==> src/rtl/health_bar_renderer.sv <==
// Per-fighter health state, hit handshake, invulnerability flash,
// lagging ghost segment and registered health-bar pixel stream.
module health_bar_renderer #(
  parameter int MAX_HEALTH   = 100,
  parameter int PX_PER_HP    = 2,
  parameter int BAR_X        = 16,
  parameter int BAR_Y        = 16,
  parameter int BAR_H        = 12,
  parameter int FLASH_FRAMES = 8,
  parameter int DRAIN_PERIOD = 2
) (
  input  logic        clk_in,
  input  logic        rst_n_in,
  input  logic [10:0] hcount_in,
  input  logic [9:0]  vcount_in,
  input  logic        frame_start_in,
  input  logic        game_reset_in,
  input  logic        hit_valid_in,
  input  logic [7:0]  hit_dmg_in,
  output logic        hit_ready_out,
  output logic [7:0]  health_out,
  output logic        ko_out,
  output logic [23:0] pixel_out
);

  localparam int BAR_W = MAX_HEALTH * PX_PER_HP;
  localparam int FC_W  = $clog2(FLASH_FRAMES + 1);
  localparam int DC_W  = (DRAIN_PERIOD > 1) ? $clog2(DRAIN_PERIOD) : 1;

  localparam logic [7:0]      MAXH    = 8'(MAX_HEALTH);
  localparam logic [15:0]     PX16    = 16'(PX_PER_HP);
  localparam logic [10:0]     X0      = 11'(BAR_X);
  localparam logic [11:0]     X1      = 12'(BAR_X + BAR_W);
  localparam logic [9:0]      Y0      = 10'(BAR_Y);
  localparam logic [10:0]     Y1      = 11'(BAR_Y + BAR_H);
  localparam logic [FC_W-1:0] FC_LAST = FC_W'(FLASH_FRAMES - 1);
  localparam logic [DC_W-1:0] DC_LAST = DC_W'(DRAIN_PERIOD - 1);

  localparam logic [23:0] C_HP    = 24'h00C000;
  localparam logic [23:0] C_FLASH = 24'hFFFFFF;
  localparam logic [23:0] C_GHOST = 24'hFFC000;
  localparam logic [23:0] C_EMPTY = 24'h400000;

  typedef enum logic [1:0] {
    ALIVE,
    COOLDOWN,
    KO
  } state_t;

  state_t          state_q, state_d;
  logic [7:0]      health_q, health_d;
  logic [7:0]      ghost_q, ghost_d;
  logic [FC_W-1:0] fcnt_q, fcnt_d;
  logic [DC_W-1:0] dcnt_q, dcnt_d;
  logic [23:0]     pix_d;

  logic        accept;
  logic [7:0]  dmg_res;
  logic        in_bar;
  logic        flash;
  logic        lt_h;
  logic        lt_g;
  logic [10:0] off;
  logic [15:0] h_thr;
  logic [15:0] g_thr;

  assign hit_ready_out = (state_q == ALIVE) && !game_reset_in;
  assign accept        = hit_valid_in && hit_ready_out;
  assign dmg_res       = (hit_dmg_in >= health_q) ? 8'd0
                       : health_q - hit_dmg_in;
  assign health_out    = health_q;
  assign ko_out        = (state_q == KO);

  always_comb begin
    state_d  = state_q;
    health_d = health_q;
    ghost_d  = ghost_q;
    fcnt_d   = fcnt_q;
    dcnt_d   = dcnt_q;
    if (game_reset_in) begin
      state_d  = ALIVE;
      health_d = MAXH;
      ghost_d  = MAXH;
      fcnt_d   = '0;
      dcnt_d   = '0;
    end else begin
      // ghost compares against pre-hit health; still >= post-hit health
      if (frame_start_in) begin
        if (dcnt_q == DC_LAST) begin
          dcnt_d = '0;
          if (ghost_q > health_q) ghost_d = ghost_q - 8'd1;
        end else begin
          dcnt_d = dcnt_q + 1'b1;
        end
      end
      unique case (state_q)
        ALIVE: begin
          if (accept && hit_dmg_in != 8'd0) begin
            health_d = dmg_res;
            fcnt_d   = '0;
            state_d  = (dmg_res == 8'd0) ? KO : COOLDOWN;
          end
        end
        COOLDOWN: begin
          if (frame_start_in) begin
            if (fcnt_q == FC_LAST) begin
              fcnt_d  = '0;
              state_d = ALIVE;
            end else begin
              fcnt_d = fcnt_q + 1'b1;
            end
          end
        end
        KO: state_d = KO;
        default: state_d = ALIVE;
      endcase
    end
  end

  assign off    = hcount_in - X0;
  assign h_thr  = {8'd0, health_q} * PX16;
  assign g_thr  = {8'd0, ghost_q} * PX16;
  assign lt_h   = {5'd0, off} < h_thr;
  assign lt_g   = {5'd0, off} < g_thr;
  assign flash  = (state_q == COOLDOWN) && fcnt_q[0];
  assign in_bar = (hcount_in >= X0) && ({1'b0, hcount_in} < X1)
               && (vcount_in >= Y0) && ({1'b0, vcount_in} < Y1);

  always_comb begin
    pix_d = 24'h000000;
    unique case (1'b1)
      !in_bar:                 pix_d = 24'h000000;
      in_bar && lt_h && flash:  pix_d = C_FLASH;
      in_bar && lt_h && !flash: pix_d = C_HP;
      in_bar && !lt_h && lt_g:  pix_d = C_GHOST;
      in_bar && !lt_h && !lt_g: pix_d = C_EMPTY;
      default:                 pix_d = 24'h000000;
    endcase
  end

  always_ff @(posedge clk_in or negedge rst_n_in) begin
    if (!rst_n_in) begin
      state_q   <= ALIVE;
      health_q  <= MAXH;
      ghost_q   <= MAXH;
      fcnt_q    <= '0;
      dcnt_q    <= '0;
      pixel_out <= 24'h000000;
    end else begin
      state_q   <= state_d;
      health_q  <= health_d;
      ghost_q   <= ghost_d;
      fcnt_q    <= fcnt_d;
      dcnt_q    <= dcnt_d;
      pixel_out <= pix_d;
    end
  end

endmodule

==> config.mk <==
export PLATFORM = sky130hd
export DESIGN_NAME = health_bar_renderer
export DESIGN_NICKNAME = d
export VERILOG_FILES = /design/src/rtl/health_bar_renderer.sv
export SDC_FILE = /design/constraint.sdc
export NUM_CORES = 1
export LEC_CHECK = 0
export BUFFER_PORTS_ARGS = -buffer_cell sky130_fd_sc_hd__clkbuf_2
export CORE_MARGIN = 3
export CORE_UTILIZATION = 53
export DETAILED_ROUTE_END_ITERATION = 8
export MAX_ROUTING_LAYER = met4
export PLACE_DENSITY_LB_ADDON = 0.3
export SLEW_MARGIN = 40
export SYNTH_ARGS = -nofsm -noshare
export SYNTH_HDL_FRONTEND = slang
export SYNTH_SLANG_ARGS = --single-unit
==> constraint.sdc <==
create_clock -name clk_in -period 3.04 [get_ports clk_in]
set_input_delay 0.152 -clock clk_in [delete_from_list [all_inputs] [get_ports clk_in]]
set_output_delay 0.152 -clock clk_in [all_outputs]
set_load 0.1 [all_outputs]
==> out/summary.txt <==
Outcome = complete, no violations
Chip width = 75.0 µm
Vias in the first global route = 2069
Max-slew violations = 0
Die Y = 75.0 µm
Yosys top cell by area = dfrtp_1
YS warnings = 0
Peak supply drop = 243 µV
Fin crit share = 0.839
Cells after Synth = 289
CTS max path bufs = 2
Clock Sinks = 27
GPL Wtd Cong = 0.850
Drt first pass iters = 4
Clk root buf = clkbuf_8
Post-synthesis sequential area ratio = 0.271
#FFs+latches synth = 27
Final setup viols = 0
Cell leakage power = 0.00142 µW
Post-CTS Setup Inserts = 0
Hold Vio Cnt, Final = 0
# nets final = 404
Least-Margin Pin Slew = 0.661 ns
Antenna-violating nets left = 0
CTS clk-pin slew, worst paths = 0.09 ns
Async SR Flop Fraction = 1.00
Ports = 68
Later-pin clock latency in the skew report = 0.28 ns
Slew headroom = 0.559
Iter 0 DRT Violations = 83
Htree depth = 1
Number of port buffers = 64
Mapped cell area = 0.00252 mm²
Initial Util = 0.563
Number of fill cells in the layout = 401
Synth Area per Inst = 8.72 µm²
Num rows = 24
Count of different cell masters after synthesis = 58
Hold path depth = 3
Critical R2R Launch = health_out[0]
Class of the worst hold path = input pin to register
Critical-path maximum fanout = 6
Final WL = 5.37 mm
Area Growth Syn to Fin = 11.2%
Area of the die = 0.00562 mm²
Routed WL per cell = 13.9 µm
CP Data Required Time = 3.21 ns
Antenna Cells = 0
Yosys top cell area share = 0.209
Setup WS post-layout = 0.491 ns
Setup tns final = 0 ns
Overflow after GRT = 0
CTS tree = yes
Tmin final = 2.55 ns
Hold_sp = vcount_in[4]
Ratio of cells with drive above 1 in the final layout = 0.260
WS Path Type = register to register
Clock Skews = 0.00398 ns
Tot GR Track Use = 0.211
Startpoint Class = register
Number of CTS-inserted buffers = 3
Pre-CTS setup slack = 0.544 ns
Core area = 0.00447 mm²
Critical path arrival = 2.72 ns
Register area = 683 µm²
RSZ-0062 raised after global routing = no
Pwr Density = 394 mW/mm²
Worst Reg2Reg Path Length in Cells = 10
Post-CTS sizing = 0
Number of flops mapped to enable cells by yosys = 0
DR DRC count = 0
Initial antenna violation count = 0
Worst Setup SP = health_out[0]
Max Clk Rate = 0.392 GHz
Syn Nets = 357
First-pass GRT wire length = 8.89 mm
Area contributors post-synth = dfrtp_1 21%, ha_1 16%, dfstp_2 6.3%
Vias per inst = 5.64
Crit. End Element = register
DR vias = 2182
Post-synth top flop = dfrtp_1
Area taken by multi-input logic gates = 0.00154 mm²
DPL Wire Length = 4.41 mm
Max Cap Viol = 0
Largest net degree at the start of global routing = 28
[worst max-delay path, stage by stage (launching register included)]
cell      delay (ns)
dfrtp_1         0.45
inv_1           0.08
ha_1            0.15
inv_1           0.05
fa_1            0.39
a21o_1          0.20
a221oi_2        0.28
o21ai_0         0.13
o211ai_1        0.29
nor3_2          0.16
a22o_1          0.26
[stage by stage]
step | utilization | area (µm²) | hold WS [ns] | cells | power (µW)
floorplan | - | 2520 | -0.144 | 289 | 791
global placement | 0.614 | 2750 | 0.215 | 382 | 888
detailed placement | 0.614 | 2750 | 0.222 | 382 | 899
CTS | 0.626 | 2800 | 0.195 | 387 | 1110
global route | 0.626 | 2800 | 0.226 | 387 | 1180
finish | 0.626 | 2800 | 0.190 | 387 | 1100
[cell usage in the layout, fill, tap and decap left out, types with 3 or more instances in the layout]
master     synthesis  final
nand2_1           14     14
nor2b_1            4      4
dfrtp_1           21     21
o2111ai_1          3      3
o21ai_1            4      4
ha_1              33     33
a31oi_1            3      3
o31ai_1            5      5
clkbuf_2           0     64
dfstp_2            6      6
o211ai_1           5      5
nor4_1             3      3
xor2_1             4      4
a22o_1             5      5
nor3_1             8      7
inv_1             36     36
o21ai_0           11     11
xnor2_1           12     12
nand4_1            4      4
a21o_1             3      3
nand2b_1           3      3
nor2_1            17     17
nand3_1            9      9
clkbuf_8           0      3
and3_1             4      4
a21oi_1           15     15
[power breakdown]
| part | total (µW) | leakage, µW | internal, µW | switching, µW |
|---|---|---|---|---|
| Combinational | 485 | 0.00105 | 164 | 321 |
| Clock | 207 | 0.0000255 | 92.1 | 115 |
| Sequential | 411 | 0.000353 | 385 | 26.1 |
[per-layer routing]
metal,routed length (µm),GRT usage
met3,233,0.0227
met2,2660,0.375
met5,0,-
met1,2380,0.250
met4,92,0.0632
[registers in the layout (all words and copies together), names as in the netlist]
| name | count |
|---|---|
| state_q | 2 |
| ghost_q | 8 |
| health_out | 8 |
| pixel_out | 4 |
| fcnt_q | 4 |
| dcnt_q | 1 |
[layout make-up]
type | instances | share of cell area
inverter | 36 | 0.0482
multi-input combinational | 203 | 0.550
clock inverter | 1 | 0.00179
clock buffer | 3 | 0.0147
timing repair buffer | 65 | 0.118
tap | 52 | 0.0232
sequential | 27 | 0.244
[cells by family (layout without fill, tap and decap cells)]
kind of cell,Yosys count,in the layout,synth area share
fa+ha+maj,34,34,0.172
mux,2,2,0.00993
flops,27,27,0.271
xor+xnor,16,16,0.0556
buf+inv,59,105,0.119
compound gates,72,72,0.205
simple gates,79,79,0.167
[Yosys cell counts, drive strengths merged, types with 5 or more instances]
cell	number
inv	36
o21ai	16
ha	33
o211ai	5
nand2	14
xnor2	12
a22o	5
a21oi	17
nor2	18
dfrtp	21
buf	21
nor3	9
dfstp	6
o31ai	5
nand3	9
[worst paths after layout]
check / to / slack (ns)
worst max-delay path: health_out[7] / 0.49
worst min-delay path: pixel_out[21] / 0.19
worst max register to register: health_out[7] / 0.49
worst min register to register: fcnt_q[3] / 0.50
max in group asynchronous: fcnt_q[1] / 2.18
min in group asynchronous: fcnt_q[3] / 0.44
[repair_timing]
action / in CTS / in global routing
hold endpoints to repair: 21 / 0
hold buffers: 1 / 0
setup endpoints to repair: 0 / 0
Power figures use the tool's default switching activity.
